===== src/rtl/logic_unit_pipe_if.sv =====
// Streaming operand/result bus for logic_unit_pipe: operand handshake in,
// result handshake out, plus the transfer counter and result flags.
interface logic_unit_pipe_if #(
  parameter int unsigned WIDTH   = 8,
  parameter int unsigned COUNT_W = 16
);
  logic               valid_in;
  logic               ready_out;
  logic [WIDTH-1:0]   a_in;
  logic [WIDTH-1:0]   b_in;
  logic [2:0]         opcode_in;
  logic [WIDTH-1:0]   result_out;
  logic               valid_out;
  logic               ready_in;
  logic [COUNT_W-1:0] count_out;
  logic               zero_out;
  logic               parity_out;

  // Producer/consumer side
  modport master (
    output valid_in, a_in, b_in, opcode_in, ready_in,
    input  ready_out, result_out, valid_out, count_out, zero_out, parity_out
  );

  // Logic unit side
  modport slave (
    input  valid_in, a_in, b_in, opcode_in, ready_in,
    output ready_out, result_out, valid_out, count_out, zero_out, parity_out
  );
endinterface


===== src/rtl/logic_unit_pipe.sv =====
// Pipelined 8-op bitwise logic unit with STAGES valid/ready register slices.
// Define LU_FLAGS_EN to carry zero/parity flags alongside each result.
module logic_unit_pipe #(
  parameter int unsigned WIDTH   = 8,
  parameter int unsigned STAGES  = 2,
  parameter int unsigned COUNT_W = 16
) (
  input logic               clk_in,
  input logic               reset_in,
  logic_unit_pipe_if.slave  bus
);

  localparam int unsigned LAST = STAGES - 1;

  typedef enum logic [2:0] {
    OP_AND  = 3'b000,
    OP_OR   = 3'b001,
    OP_XOR  = 3'b010,
    OP_NOTA = 3'b011,
    OP_NAND = 3'b100,
    OP_NOR  = 3'b101,
    OP_XNOR = 3'b110,
    OP_PASA = 3'b111
  } op_e;

  logic [STAGES-1:0][WIDTH-1:0] data_q, data_d;
  logic [STAGES-1:0]            vld_q, vld_d;
  logic [COUNT_W-1:0]           count_q, count_d;

  logic [WIDTH-1:0]             alu_c;
  logic [STAGES:0]              load_c;
  logic [STAGES-1:0]            hand_c;
  logic                         in_xfer_c;

  // Operation decode on the raw operands
  always_comb begin
    alu_c = '0;
    case (op_e'(bus.opcode_in))
      OP_AND:  alu_c = bus.a_in & bus.b_in;
      OP_OR:   alu_c = bus.a_in | bus.b_in;
      OP_XOR:  alu_c = bus.a_in ^ bus.b_in;
      OP_NOTA: alu_c = ~bus.a_in;
      OP_NAND: alu_c = ~(bus.a_in & bus.b_in);
      OP_NOR:  alu_c = ~(bus.a_in | bus.b_in);
      OP_XNOR: alu_c = ~(bus.a_in ^ bus.b_in);
      OP_PASA: alu_c = bus.a_in;
      default: alu_c = '0;
    endcase
  end

  // Backpressure chain: load_c[STAGES] is the downstream sink, so a stage can
  // load whenever it is empty or is emptying into a stage that loads.
  always_comb begin
    load_c         = '0;
    hand_c         = '0;
    load_c[STAGES] = bus.ready_in;
    for (int k = int'(STAGES) - 1; k >= 0; k--) begin
      hand_c[k] = vld_q[k] && load_c[k+1];
      load_c[k] = !vld_q[k] || hand_c[k];
    end
    in_xfer_c = bus.valid_in && load_c[0];
  end

  // Stage advance and transfer counter
  always_comb begin
    vld_d   = vld_q;
    data_d  = data_q;
    count_d = count_q;
    if (load_c[0]) begin
      vld_d[0] = in_xfer_c;
      if (in_xfer_c) data_d[0] = alu_c;
    end
    for (int k = 1; k < int'(STAGES); k++) begin
      if (load_c[k]) begin
        vld_d[k] = hand_c[k-1];
        if (hand_c[k-1]) data_d[k] = data_q[k-1];
      end
    end
    if (hand_c[LAST]) count_d = count_q + COUNT_W'(1);
  end

  always_ff @(posedge clk_in) begin
    if (reset_in) begin
      vld_q   <= '0;
      data_q  <= '0;
      count_q <= '0;
    end else begin
      vld_q   <= vld_d;
      data_q  <= data_d;
      count_q <= count_d;
    end
  end

`ifdef LU_FLAGS_EN
  logic [STAGES-1:0] zero_q, zero_d;
  logic [STAGES-1:0] par_q, par_d;

  // Flags are derived once at entry and then ride along with their result
  always_comb begin
    zero_d = zero_q;
    par_d  = par_q;
    if (in_xfer_c) begin
      zero_d[0] = (alu_c == '0);
      par_d[0]  = ^alu_c;
    end
    for (int k = 1; k < int'(STAGES); k++) begin
      if (load_c[k] && hand_c[k-1]) begin
        zero_d[k] = zero_q[k-1];
        par_d[k]  = par_q[k-1];
      end
    end
  end

  always_ff @(posedge clk_in) begin
    if (reset_in) begin
      zero_q <= '0;
      par_q  <= '0;
    end else begin
      zero_q <= zero_d;
      par_q  <= par_d;
    end
  end

  assign bus.zero_out   = zero_q[LAST];
  assign bus.parity_out = par_q[LAST];
`else
  assign bus.zero_out   = 1'b0;
  assign bus.parity_out = 1'b0;
`endif

  assign bus.ready_out  = load_c[0];
  assign bus.result_out = data_q[LAST];
  assign bus.valid_out  = vld_q[LAST];
  assign bus.count_out  = count_q;

endmodule


===== src/flat_wrapper.sv =====
// flat-port wrapper written by rule: the top's interface ports become plain ports
module logic_unit_pipe_flat 
#(
  parameter int unsigned WIDTH   = 8,
  parameter int unsigned STAGES  = 2,
  parameter int unsigned COUNT_W = 16
)
  (clk_in, reset_in, bus_valid_in, bus_a_in, bus_b_in, bus_opcode_in, bus_ready_in, bus_ready_out, bus_result_out, bus_valid_out, bus_count_out, bus_zero_out, bus_parity_out);
  logic_unit_pipe_if #(.WIDTH(WIDTH), .COUNT_W(COUNT_W)) bus_i ();
  input logic clk_in;
  input logic reset_in;
  input wire logic [$bits(bus_i.valid_in)-1:0] bus_valid_in;
  input wire logic [$bits(bus_i.a_in)-1:0] bus_a_in;
  input wire logic [$bits(bus_i.b_in)-1:0] bus_b_in;
  input wire logic [$bits(bus_i.opcode_in)-1:0] bus_opcode_in;
  input wire logic [$bits(bus_i.ready_in)-1:0] bus_ready_in;
  output wire logic [$bits(bus_i.ready_out)-1:0] bus_ready_out;
  output wire logic [$bits(bus_i.result_out)-1:0] bus_result_out;
  output wire logic [$bits(bus_i.valid_out)-1:0] bus_valid_out;
  output wire logic [$bits(bus_i.count_out)-1:0] bus_count_out;
  output wire logic [$bits(bus_i.zero_out)-1:0] bus_zero_out;
  output wire logic [$bits(bus_i.parity_out)-1:0] bus_parity_out;
  assign bus_i.valid_in = bus_valid_in;
  assign bus_i.a_in = bus_a_in;
  assign bus_i.b_in = bus_b_in;
  assign bus_i.opcode_in = bus_opcode_in;
  assign bus_i.ready_in = bus_ready_in;
  assign bus_ready_out = bus_i.ready_out;
  assign bus_result_out = bus_i.result_out;
  assign bus_valid_out = bus_i.valid_out;
  assign bus_count_out = bus_i.count_out;
  assign bus_zero_out = bus_i.zero_out;
  assign bus_parity_out = bus_i.parity_out;
  logic_unit_pipe #(.WIDTH(WIDTH), .STAGES(STAGES), .COUNT_W(COUNT_W)) u_core (.clk_in(clk_in), .reset_in(reset_in), .bus(bus_i));
endmodule

===== config.mk =====
export PLATFORM = sky130hd
export DESIGN_NAME = logic_unit_pipe_flat
export DESIGN_NICKNAME = d
export VERILOG_FILES = /design/src/rtl/logic_unit_pipe_if.sv /design/src/rtl/logic_unit_pipe.sv /design/src/flat_wrapper.sv
export SDC_FILE = /design/constraint.sdc
export NUM_CORES = 1
export LEC_CHECK = 0
export BUFFER_PORTS_ARGS = -buffer_cell sky130_fd_sc_hd__buf_2
export CAP_MARGIN = 10
export CORE_MARGIN = 2
export CORE_UTILIZATION = 58
export DETAILED_ROUTE_END_ITERATION = 10
export PLACE_DENSITY = 0.85
export SLEW_MARGIN = 20
export SYNTH_ARGS = -nofsm -noshare
export SYNTH_HDL_FRONTEND = slang
export SYNTH_SLANG_ARGS = --single-unit

===== constraint.sdc =====
create_clock -name clk_in -period 2.45 [get_ports clk_in]
set_input_delay 0.49 -clock clk_in [delete_from_list [all_inputs] [get_ports clk_in]]
set_output_delay 0.49 -clock clk_in [all_outputs]
set_load 0.005 [all_outputs]

==> qor.yml <==
totalWireLength_um: 4457
place.gp.congestion: 0.7797
antenna_found_initial: 0
use_met3_pct: 4.259
synth_commonest_cells: "34 x dfxtp_1, 28 x nor2_1, 20 x inv_1, 19 x nand2_1, 17 x ha_1"
regToRegStartpoint: "u_core.vld_q[1]"
wire_per_inst_um: 12.84
yosysTopAreaCell: "dfxtp_1"
worstMarginPinSlew_ns: 0.5878
period_minus_slack_ns: 1.645
ys_warn_count: 0
io_pins: 51
ys_async_sr_fraction_pct: 0
hold_buffers: 0
root_buffer: "clkbuf_8"
rsz0062_at_grt: "no"
cts_tree: "yes"
drc: 0
slowest_stage: "dfxtp_1"
area_growth_pct: 10.30
cts-resized-gates: 0
startpoint: "u_core.vld_q[1]"
cap_violations: 0
yosys.cell_count.top_type: "dfxtp_1"
whs_ns: 0.4530
worstPathCellList: "nand3b_4 > buf_2"
grt_max_degree: 31
fillCellCount: 316
fp.dieH_um: 66.40
clk_path_buf_depth: 2
synth.avg_cell_area_um2: 8.458
drv_slew: 0
drive_gt1_share_pct: 22.41
skew_ns: 0.002923
place_hpwl_um: 3470
clock_sinks: 34
p_total_mw: 1.171
required_ns: 1.96
fin_cells: 347
netlist_area_mm2: 0.002258
grt_pass1_vias: 1697
drt_iter0_drc: 127
timing.final.crit_share_pct: 67.14
vias: 1897
ys_seq_area_share_pct: 30.14
p_per_area_mw_per_mm2: 470.1
min_path_type: "reg2reg"
maxSlewHeadroom_pct: 60.81
crit_path_max_incr_delay_ns: 0.57
synth_flop_cell: "dfxtp_1"
multi_input_area_mm2: 0.001353
path_max_fanout: 10
dr.pass1.iters: 4
yosys.area.top_type_share_pct: 30.14
met1_usage_pct: 27.50
hold_viol_final: 0
power.leakage_nw: 1.172
die_w_um: 66.40
grt.busiest_layer: "met2"
synth_edf_count: 0
fin_nets: 340
synth-seq-cells: 34
netlist_instances: 267
synth_top_cells_by_area: "dfxtp_1 30%, ha_1 9.4%, xnor2_1 5.0%"
worstSkewPairLatency_ns: 0.29
overflow: 0
start_util_pct: 60.77
clk_pin_slew_ns: 0.06
placedCellCount: 341
irDropWorstVdd_mv: 0.2031
num_rows: 22
clock.fmax_ghz: 0.6080
end_kind: "primary output"
ff_latch_area_um2: 680.7
grtUsageTotal_pct: 21.88
critPathArrivalTime_ns: 1.15
status: "complete, no violations"
antennaDiodeCount: 0
die-area_mm2: 0.004409
core-area_mm2: 0.003716
cts_setup_buffers: 0
h-tree-depth: 2
hold_start: "u_core.data_q[6]"
grt_pass1_wl_um: 7452
startpoint_type: "register"
setup-tns-final_ns: 0
grt_util_met2_pct: 35.38
antenna_left: 0
cts_buffers: 5
io_buffers: 48
viasPerCell: 5.467
synth_cell_type_count: 40
crit_type: "reg2out"
setup-violations-final: 0
## layer usage
layer  wire length [um]  vias up
li1                   -      961
met1               2030      879
met2               2167       49
met3                181        8
met4                 77        0
met5                  0        -
## worst max-delay path: cells and delay by family, from the launching register on
family	cells	cell delay (ns)
AND/OR/NAND/NOR	1	0.14
buffers and inverters	1	0.15
flip-flops	1	0.57
## state kept, by name, indices dropped and copies added (netlist names)
register,cells
u_core.bus.result_out,8
u_core.bus.count_out,16
u_core.vld_q,2
u_core.data_q,8
## logic make-up (layout without fill, tap and decap cells)
family / after synthesis / in the layout / synth area share (%)
simple gates: 98 / 98 / 24.82
fa+ha+maj: 17 / 17 / 9.418
xor+xnor: 25 / 25 / 9.695
mux: 10 / 10 / 4.543
other cells: 1 / 2 / 0.1660
compound gates: 39 / 39 / 11.08
flops: 34 / 34 / 30.14
buf+inv: 43 / 74 / 10.14
## metrics by stage
| stage | utilization, % | instance area [um2] | setup WS (ns) |
|---|---|---|---|
| after floorplan | - | 2262 | 0.9303 |
| after global placement | 64.81 | 2409 | 0.6242 |
| after detailed placement | 64.81 | 2409 | 0.5840 |
| after CTS | 67.04 | 2491 | 0.8094 |
| after global routing | 67.04 | 2491 | 0.7144 |
| final | 67.04 | 2491 | 0.8051 |
## cell type report
type,count,area share [%]
clock buffers,6,3.315
inverters,20,3.014
multi-input cells,191,54.29
flip-flops and latches,34,27.32
well taps,48,2.411
repair buffers,48,9.643
## cell usage in the layout (no fill, tap or decap), drive strengths merged
| master | netlist | layout |
|---|---|---|
| a211oi | 3 | 3 |
| a21oi | 5 | 5 |
| a221oi | 8 | 8 |
| and2 | 1 | 1 |
| and3 | 3 | 3 |
| and4 | 1 | 1 |
| buf | 19 | 48 |
| clkbuf | 4 | 6 |
| conb | 1 | 2 |
| dfxtp | 34 | 34 |
| ha | 17 | 17 |
| inv | 20 | 20 |
| mux2 | 2 | 2 |
| mux2i | 8 | 8 |
| nand2 | 19 | 19 |
| nand2b | 3 | 3 |
| nand3 | 4 | 4 |
| nand3b | 1 | 1 |
| nand4 | 7 | 7 |
| nand4b | 3 | 3 |
| nor2 | 30 | 30 |
| nor2b | 4 | 4 |
| nor3 | 12 | 12 |
| nor3b | 4 | 4 |
| nor4 | 5 | 5 |
| o21ai | 23 | 23 |
| or3 | 1 | 1 |
| xnor2 | 13 | 13 |
| xor2 | 12 | 12 |
## final timing paths
kind                                                  to  slack [ns]  depth (start not counted)
worst max-delay path                       bus_ready_out        0.81                          2
worst min-delay path                    u_core.data_q[6]        0.45                          2
worst max register to register  u_core.bus.count_out[13]        0.83                          4
worst min register to register          u_core.data_q[6]        0.45                          2
## report_power, final
group / total (mW) / switching, mW / internal, mW
registers: 0.586 / 0.0147 / 0.571
clock network: 0.399 / 0.183 / 0.216
logic: 0.186 / 0.106 / 0.0809
No activity file was read; power rests on OpenSTA's default activity.
